==> config.mk <==
export PLATFORM = sky130hd
export DESIGN_NAME = pheap_level
export DESIGN_NICKNAME = d
export VERILOG_FILES = /design/src/rtl/pheap_level.sv
export SDC_FILE = /design/constraint.sdc
export NUM_CORES = 1
export LEC_CHECK = 0
export ABC_CLOCK_PERIOD_IN_PS = 7850
export BUFFER_PORTS_ARGS = -buffer_cell sky130_fd_sc_hd__buf_2
export CELL_PAD_IN_SITES_DETAIL_PLACEMENT = 2
export CELL_PAD_IN_SITES_GLOBAL_PLACEMENT = 2
export CORE_MARGIN = 1.5
export CORE_UTILIZATION = 28
export CTS_CLUSTER_DIAMETER = 40
export CTS_CLUSTER_SIZE = 10
export DETAILED_ROUTE_END_ITERATION = 16
export PLACE_DENSITY_LB_ADDON = 0.1
export REMOVE_ABC_BUFFERS = 1
export SLEW_MARGIN = 5
export SYNTH_ARGS = -nofsm -noshare
export SYNTH_HDL_FRONTEND = slang
export SYNTH_SLANG_ARGS = --single-unit
==> constraint.sdc <==
create_clock -name clk -period 7.85 [get_ports clk]
set_clock_uncertainty 0.1 [all_clocks]
set_input_delay 2.355 -clock clk [delete_from_list [all_inputs] [get_ports clk]]
set_output_delay 2.355 -clock clk [all_outputs]
set_load 0.05 [all_outputs]
==> src/rtl/pheap_level.sv <==
// pheap_level: inner/leaf stage of the pipelined max-heap.
// Accepts a handoff (value, op, node) from the level above, finishes the
// operation on its own node memory using the children read from the level
// below, and hands the residual work further down. Also serves the child
// read port used by the level above.

package pheap_types;
   localparam int PHEAP_LEVELS = 3;
   localparam int KEY_W        = 8;
   localparam int VAL_W        = 8;

   typedef struct packed {
      logic [KEY_W-1:0] key;
      logic [VAL_W-1:0] value;
   } kv_t;

   localparam kv_t KV_EMPTY = '0;

   typedef struct packed {
      kv_t                     kv;
      logic [PHEAP_LEVELS-1:0] capacity;
      logic                    active;
   } entry_t;

   typedef enum logic [1:0] {LEQ = 2'd0, DEQ = 2'd1, ENQ_DEQ = 2'd2} opcode_t;
   typedef enum logic [1:0] {DONE = 2'd0, WAIT = 2'd1, NEXT_LEVEL = 2'd2} done_t;
endpackage

module pheap_level
   import pheap_types::*;
#(
   parameter int LEVELS = 3,
   parameter int LEVEL  = 2,
   parameter int LAST   = 0,
   localparam int AW    = LEVEL - 1,
   localparam int PW    = (LEVEL > 2) ? LEVEL - 2 : 1
) (
   input  logic          clk,
   input  logic          rst,
   input  logic          start,
   input  opcode_t       op,
   input  kv_t           in,
   input  logic [AW-1:0] pos,
   input  logic [PW-1:0] rParentIdx,
   output entry_t        rTopL,
   output entry_t        rTopR,
   output logic [AW-1:0] raddrBot,
   input  entry_t        rBotL,
   input  entry_t        rBotR,
   output done_t         done,
   output logic          startOut,
   output opcode_t       opOut,
   output kv_t           out,
   output logic [AW-1:0] posOut,
   output logic          endPos
);

   localparam int CW = PHEAP_LEVELS;
   localparam int N  = 1 << AW;
   localparam logic [CW-1:0] CAP_ONE   = CW'(1);
   localparam logic [CW-1:0] RESET_CAP = CW'((1 << (LEVELS - LEVEL + 1)) - 1);
   localparam entry_t RESET_ENTRY = '{kv: KV_EMPTY, capacity: RESET_CAP, active: 1'b0};

   typedef enum logic {IDLE = 1'b0, SET_OUT = 1'b1} state_t;

   state_t        state_reg;
   opcode_t       op_reg;
   kv_t           in_reg;
   logic [AW-1:0] pos_reg;
   entry_t        mem_reg [N];

   entry_t        node;
   entry_t        child_l;
   entry_t        child_r;
   logic          best_sel;
   logic          best_valid;
   kv_t           best_kv;
   logic          wr_en;
   entry_t        wr_entry;
   logic [AW-1:0] top_l_idx;
   logic [AW-1:0] top_r_idx;

   assign node     = mem_reg[pos_reg];
   assign raddrBot = pos_reg;
   assign posOut   = pos_reg;
   assign rTopL    = mem_reg[top_l_idx];
   assign rTopR    = mem_reg[top_r_idx];

   // The first inner level has only two nodes, so the parent index carries no information.
   generate
      if (LEVEL == 2) begin : g_top_first
         logic unused_parent;
         assign unused_parent = ^rParentIdx;
         assign top_l_idx     = AW'(0);
         assign top_r_idx     = AW'(1);
      end else begin : g_top_inner
         assign top_l_idx = {rParentIdx, 1'b0};
         assign top_r_idx = {rParentIdx, 1'b1};
      end
   endgenerate

   // The bottom level has no children below it: treat both as empty.
   generate
      if (LAST != 0) begin : g_leaf
         entry_t unused_bot;
         assign unused_bot = rBotL ^ rBotR;
         assign child_l    = RESET_ENTRY;
         assign child_r    = RESET_ENTRY;
      end else begin : g_inner
         assign child_l = rBotL;
         assign child_r = rBotR;
      end
   endgenerate

   // Pick the larger active child; left wins ties, inactive loses to anything.
   always_comb begin
      best_valid = child_l.active | child_r.active;
      if (child_l.active && child_r.active) begin
         best_sel = (child_r.kv.key > child_l.kv.key);
      end else begin
         best_sel = child_r.active;
      end
      best_kv = best_sel ? child_r.kv : child_l.kv;
   end

   // Per-operation decision in SET_OUT: node update and work handed downward.
   always_comb begin
      wr_en    = 1'b0;
      wr_entry = node;
      done     = DONE;
      startOut = 1'b0;
      opOut    = LEQ;
      out      = KV_EMPTY;
      endPos   = 1'b0;
      if (state_reg == IDLE) begin
         if (start && !rst) begin
            done = WAIT;
         end
      end else if (!rst) begin
         case (op_reg)
            LEQ: begin
               if (node.capacity == '0) begin
                  // Full subtree: upstream violation, element dropped.
                  wr_en = 1'b0;
               end else if (!node.active) begin
                  wr_en    = 1'b1;
                  wr_entry = '{kv: in_reg, capacity: node.capacity - CAP_ONE, active: 1'b1};
               end else begin
                  wr_en    = 1'b1;
                  // Incoming value sinks on a tie.
                  if (in_reg.key > node.kv.key) begin
                     wr_entry = '{kv: in_reg, capacity: node.capacity - CAP_ONE, active: 1'b1};
                     out      = node.kv;
                  end else begin
                     wr_entry = '{kv: node.kv, capacity: node.capacity - CAP_ONE, active: 1'b1};
                     out      = in_reg;
                  end
                  endPos   = (child_r.capacity > child_l.capacity);
                  startOut = 1'b1;
                  opOut    = LEQ;
                  done     = NEXT_LEVEL;
               end
            end
            DEQ: begin
               wr_en = 1'b1;
               if (!best_valid) begin
                  wr_entry = '{kv: KV_EMPTY, capacity: node.capacity + CAP_ONE, active: 1'b0};
               end else begin
                  wr_entry = '{kv: best_kv, capacity: node.capacity + CAP_ONE, active: 1'b1};
                  endPos   = best_sel;
                  startOut = 1'b1;
                  opOut    = DEQ;
                  done     = NEXT_LEVEL;
               end
            end
            ENQ_DEQ: begin
               wr_en = 1'b1;
               if (!best_valid || (in_reg.key >= best_kv.key)) begin
                  wr_entry = '{kv: in_reg, capacity: node.capacity, active: 1'b1};
               end else begin
                  wr_entry = '{kv: best_kv, capacity: node.capacity, active: 1'b1};
                  out      = in_reg;
                  endPos   = best_sel;
                  startOut = 1'b1;
                  opOut    = ENQ_DEQ;
                  done     = NEXT_LEVEL;
               end
            end
            default: begin
               wr_en = 1'b0;
            end
         endcase
      end
   end

   // Two-state FSM; handoff registers are captured only when accepting in IDLE.
   always_ff @(posedge clk) begin
      if (rst) begin
         state_reg <= IDLE;
         op_reg    <= LEQ;
         in_reg    <= KV_EMPTY;
         pos_reg   <= '0;
      end else begin
         case (state_reg)
            IDLE: begin
               if (start) begin
                  op_reg    <= op;
                  in_reg    <= in;
                  pos_reg   <= pos;
                  state_reg <= SET_OUT;
               end
            end
            default: begin
               state_reg <= IDLE;
            end
         endcase
      end
   end

   // Node memory: reset restores empty nodes; the decision writes at the SET_OUT edge.
   always_ff @(posedge clk) begin
      if (rst) begin
         for (int i = 0; i < N; i++) begin
            mem_reg[i] <= RESET_ENTRY;
         end
      end else if (wr_en) begin
         mem_reg[pos_reg] <= wr_entry;
      end
   end

endmodule

==> metrics.md <==
| Metric | Value |
|---|---|
| Worst Slack Setup Final | `-177 ps` |
| Crit path buffers/inverters | `7` |
| Hold Fails Final Rpt | `0` |
| Max stage delay on crit path | `270 ps` |
| Clock Power Share | `35.6%` |
| CTS tree | `yes` |
| Grt total ovfl | `0` |
| Die W | `127 um` |
| Crit path max fanout | `8` |
| Slowest cell on the critical path | `ha_1` |
| Setup Viol. Count Final | `17` |
| Routed wire length | `19200 um` |
| LEAKAGE | `0.00257 uW` |
| Critical path required time | `5390 ps` |
| Row count | `45` |
| Crit path arrival time | `5570 ps` |
| Cell Area, Synth | `4330 sq um` |
| Post-synthesis sequential area ratio | `37.4%` |
| Diode count | `0` |
| Setup Crit Path Kind | `input port to output pin` |
| Commonest non-fill, non-tap cell in the layout | `buf_2` |
| Initial core utilization | `28.6%` |
| Cell variety after synth | `47` |
| Internal Pwr Total | `679 uW` |
| Post-DRT Antenna Nets | `0` |
| Largest net degree at the start of global routing | `25` |
| Crit path max-delay family | `buffers and inverters` |
| Clock Latency Late Sink | `350 ps` |
| Remaining DRCs | `0` |
| Max Clk Rate | `125 MHz` |
| Largest register FFs | `40` |
| Synth Area in Compound Gates | `21.4%` |
| Slew headroom | `19.5%` |
| Worst hold-check path type | `flip-flop to flip-flop` |
| IO buf count | `125` |
| Die ar. | `16200 sq um` |
| Drt pass-1 iters | `4` |
| Main combinational cell family by area after synthesis | `compound AO/OA/AOI/OAI gates` |
| Final nets | `739` |
| Cell mode on critical path | `buf_6` |
| Simple logic cell fraction of the synthesized area | `16.1%` |
| H-tree levels | `3` |
| Syn_area_per_cell | `8.99 sq um` |
| Most used DFF post-synth | `edfxtp_1` |
| Worst Tran Pin Value | `1200 ps` |
| Vias in the first global route | `5032` |
| Crit path launch type | `input port` |
| Max Cap Viol | `0` |
| Status | `finished, violations left` |
| Area after DPL | `5400 sq um` |
| Failing checks | `negative setup slack` |
| Die H | `127 um` |
| RSZ-0062 raised after global routing | `yes` |
| Seq pwr share | `36.4%` |
| Total core area | `15100 sq um` |
| CTS Sinks | `61` |
| Via density | `5.51` |
| Wire per inst | `23.0 um` |
| Comb pwr share | `28.0%` |
| Max Transition Viols Final | `0` |
| Global Route Usage Sum | `24.3%` |
| Clock Pin Slew Worst Setup and Hold Paths | `50 ps` |
| CTS root buffer | `clkbuf_16` |
| Number of synthesized flops with an enable pin | `40` |
| Total chip power | `1030 uW` |
| Critical Path End Type | `output pin` |
| Post-DP HPWL | `13100 um` |
| Commonest cells after routing, fill and taps aside | `buf_2 (97), nand2_1 (81), buf_4 (45), edfxtp_1 (40), a21oi_1 (31)` |
| Area grow syn2layout | `47.3%` |
| Gp weighted congestion | `0.789` |
| Final critical-path share of the clock period | `102%` |
| Synth Area in XOR/XNOR | `0%` |
| PwrDens | `162 nW/um^2` |
| Async S/R FF share, synth | `0%` |
| Fin area | `6380 sq um` |
| Setup_tns | `-2620 ps` |
| Mux cell area share after synthesis | `9.06%` |
| YS warnings | `0` |
| Mapped Cells | `482` |
| Initial drt markers | `263` |
| Synthesized flop and latch total | `61` |
| Clock buffer depth | `2` |
| Global-route wire length before repair | `29600 um` |
| Switching share of power | `34.1%` |
| Post-synthesis adder-cell area fraction | `10.1%` |
| Antenna violations before repair | `0` |
| Via count | `4595` |
| Worst path cell trace | `buf_8 > inv_4 > ha_4 > nand4_1 > buf_4 > o21ai_4 > o311ai_4 > buf_6 > buf_6 > mux2i_4 > ha_1 > nand2_1 > o21ai_2 > a21oi_2 > and2_4 > a31oi_4 > buf_12 > o22ai_4 > buf_6` |
| TritonCTS buffer count | `9` |
| Min cycle time layout | `8030 ps` |
| Net Switching | `352 uW` |
| Worst ir drop on vdd | `0.102 mV` |
| Fin Hold WS | `410 ps` |
| Ports | `127` |
| Layout cell share with drive strength beyond 1 | `39.9%` |
path summary, 6_finish.rpt:
path / from / slack [ps] / cells after the start / to
setup / recovery: rBotL[18] / -180 / 19 / out[3]
hold / removal: in_reg[4] / 410 / 2 / in_reg[4]
setup reg to reg: flip-flop / 3060 / 10 / mem_reg[0][15]
hold reg to reg: in_reg[4] / 410 / 2 / in_reg[4]
tightest hold or removal path: cells and delay by family (launching register included):
family / cells / cell delay (ps)
flops: 1 / 340
simple gates: 1 / 70
compound gates: 1 / 50
layout make-up:
cell class	instances	area (sq um)
Clock inverter	6	36.3
Tap cell	188	235
Fill cell	1648	8760
Inverter	31	124
Sequential cell	61	1620
Multi-Input combinational cell	364	2930
Clock buffer	10	229
Timing Repair Buffer	174	1210
timing repair:
action,in CTS,in global routing
resized for setup,120,15
setup buffers,7,3
cloned,1,0
pin swaps,18,16
hold buffers,0,0
hold endpoints to repair,0,0
setup endpoints to repair,20,20
metal layers:
metal	routed length, um	up-vias	global-route usage [%]	share of wire (%)
met5	0	-	0	0
met4	415	0	8.76	2.2
met3	821	28	4.23	4.3
met2	9350	141	41.0	49
met1	8600	2303	31.2	45
li1	-	2123	-	-
cells in the mapped netlist, types with 3 or more instances:
cell type	number	share of area, %
a211o_1	8	1.6
a21oi_1	39	4.5
a31oi_1	18	2.6
a32oi_1	8	1.6
buf_2	4	0.46
clkbuf_1	17	1.5
dfxtp_1	21	9.7
edfxtp_1	40	28
ha_1	35	10
inv_1	31	2.7
mux2_2	10	2.6
mux2i_1	28	6.5
nand2_1	82	7.1
nand2b_1	8	1.2
nand3_1	5	0.58
nand4_1	3	0.43
nor2_1	13	1.1
nor2b_1	8	1.2
o21a_1	3	0.52
o21ai_0	13	1.5
o21ai_1	6	0.69
o221ai_1	17	3.4
o22ai_1	16	2.3
or3_1	18	2.6
metrics by stage:
| step | setup slack [ps] | utilization, % | instances |
|---|---|---|---|
| 2_1_floorplan | -2380 | - | 455 |
| 3_3_place_gp | -543 | 35.7 | 809 |
| 3_5_place_dp | -635 | 35.7 | 809 |
| 4_1_cts | -199 | 41.6 | 832 |
| 5_1_grt | -313 | 42.2 | 834 |
| 6_report | -177 | 42.2 | 834 |
logic make-up after synthesis:
| family | Yosys count |
|---|---|
| buffers and inverters | 58 |
| multiplexers | 38 |
| AO/OA/AOI/OAI | 141 |
| adder cells (fa/ha/maj) | 35 |
| flip-flops | 61 |
| AND/OR/NAND/NOR | 149 |
power groups by stage:
stage	Clock (uW)	Combinational [uW]	Sequential, uW
detailed placement	0	235	382
finish	367	289	376
global placement	0	226	381
global route	387	309	378
floorplan	0	103	411
CTS	376	277	375
Note: power is estimated with default switching activity, not from simulation.
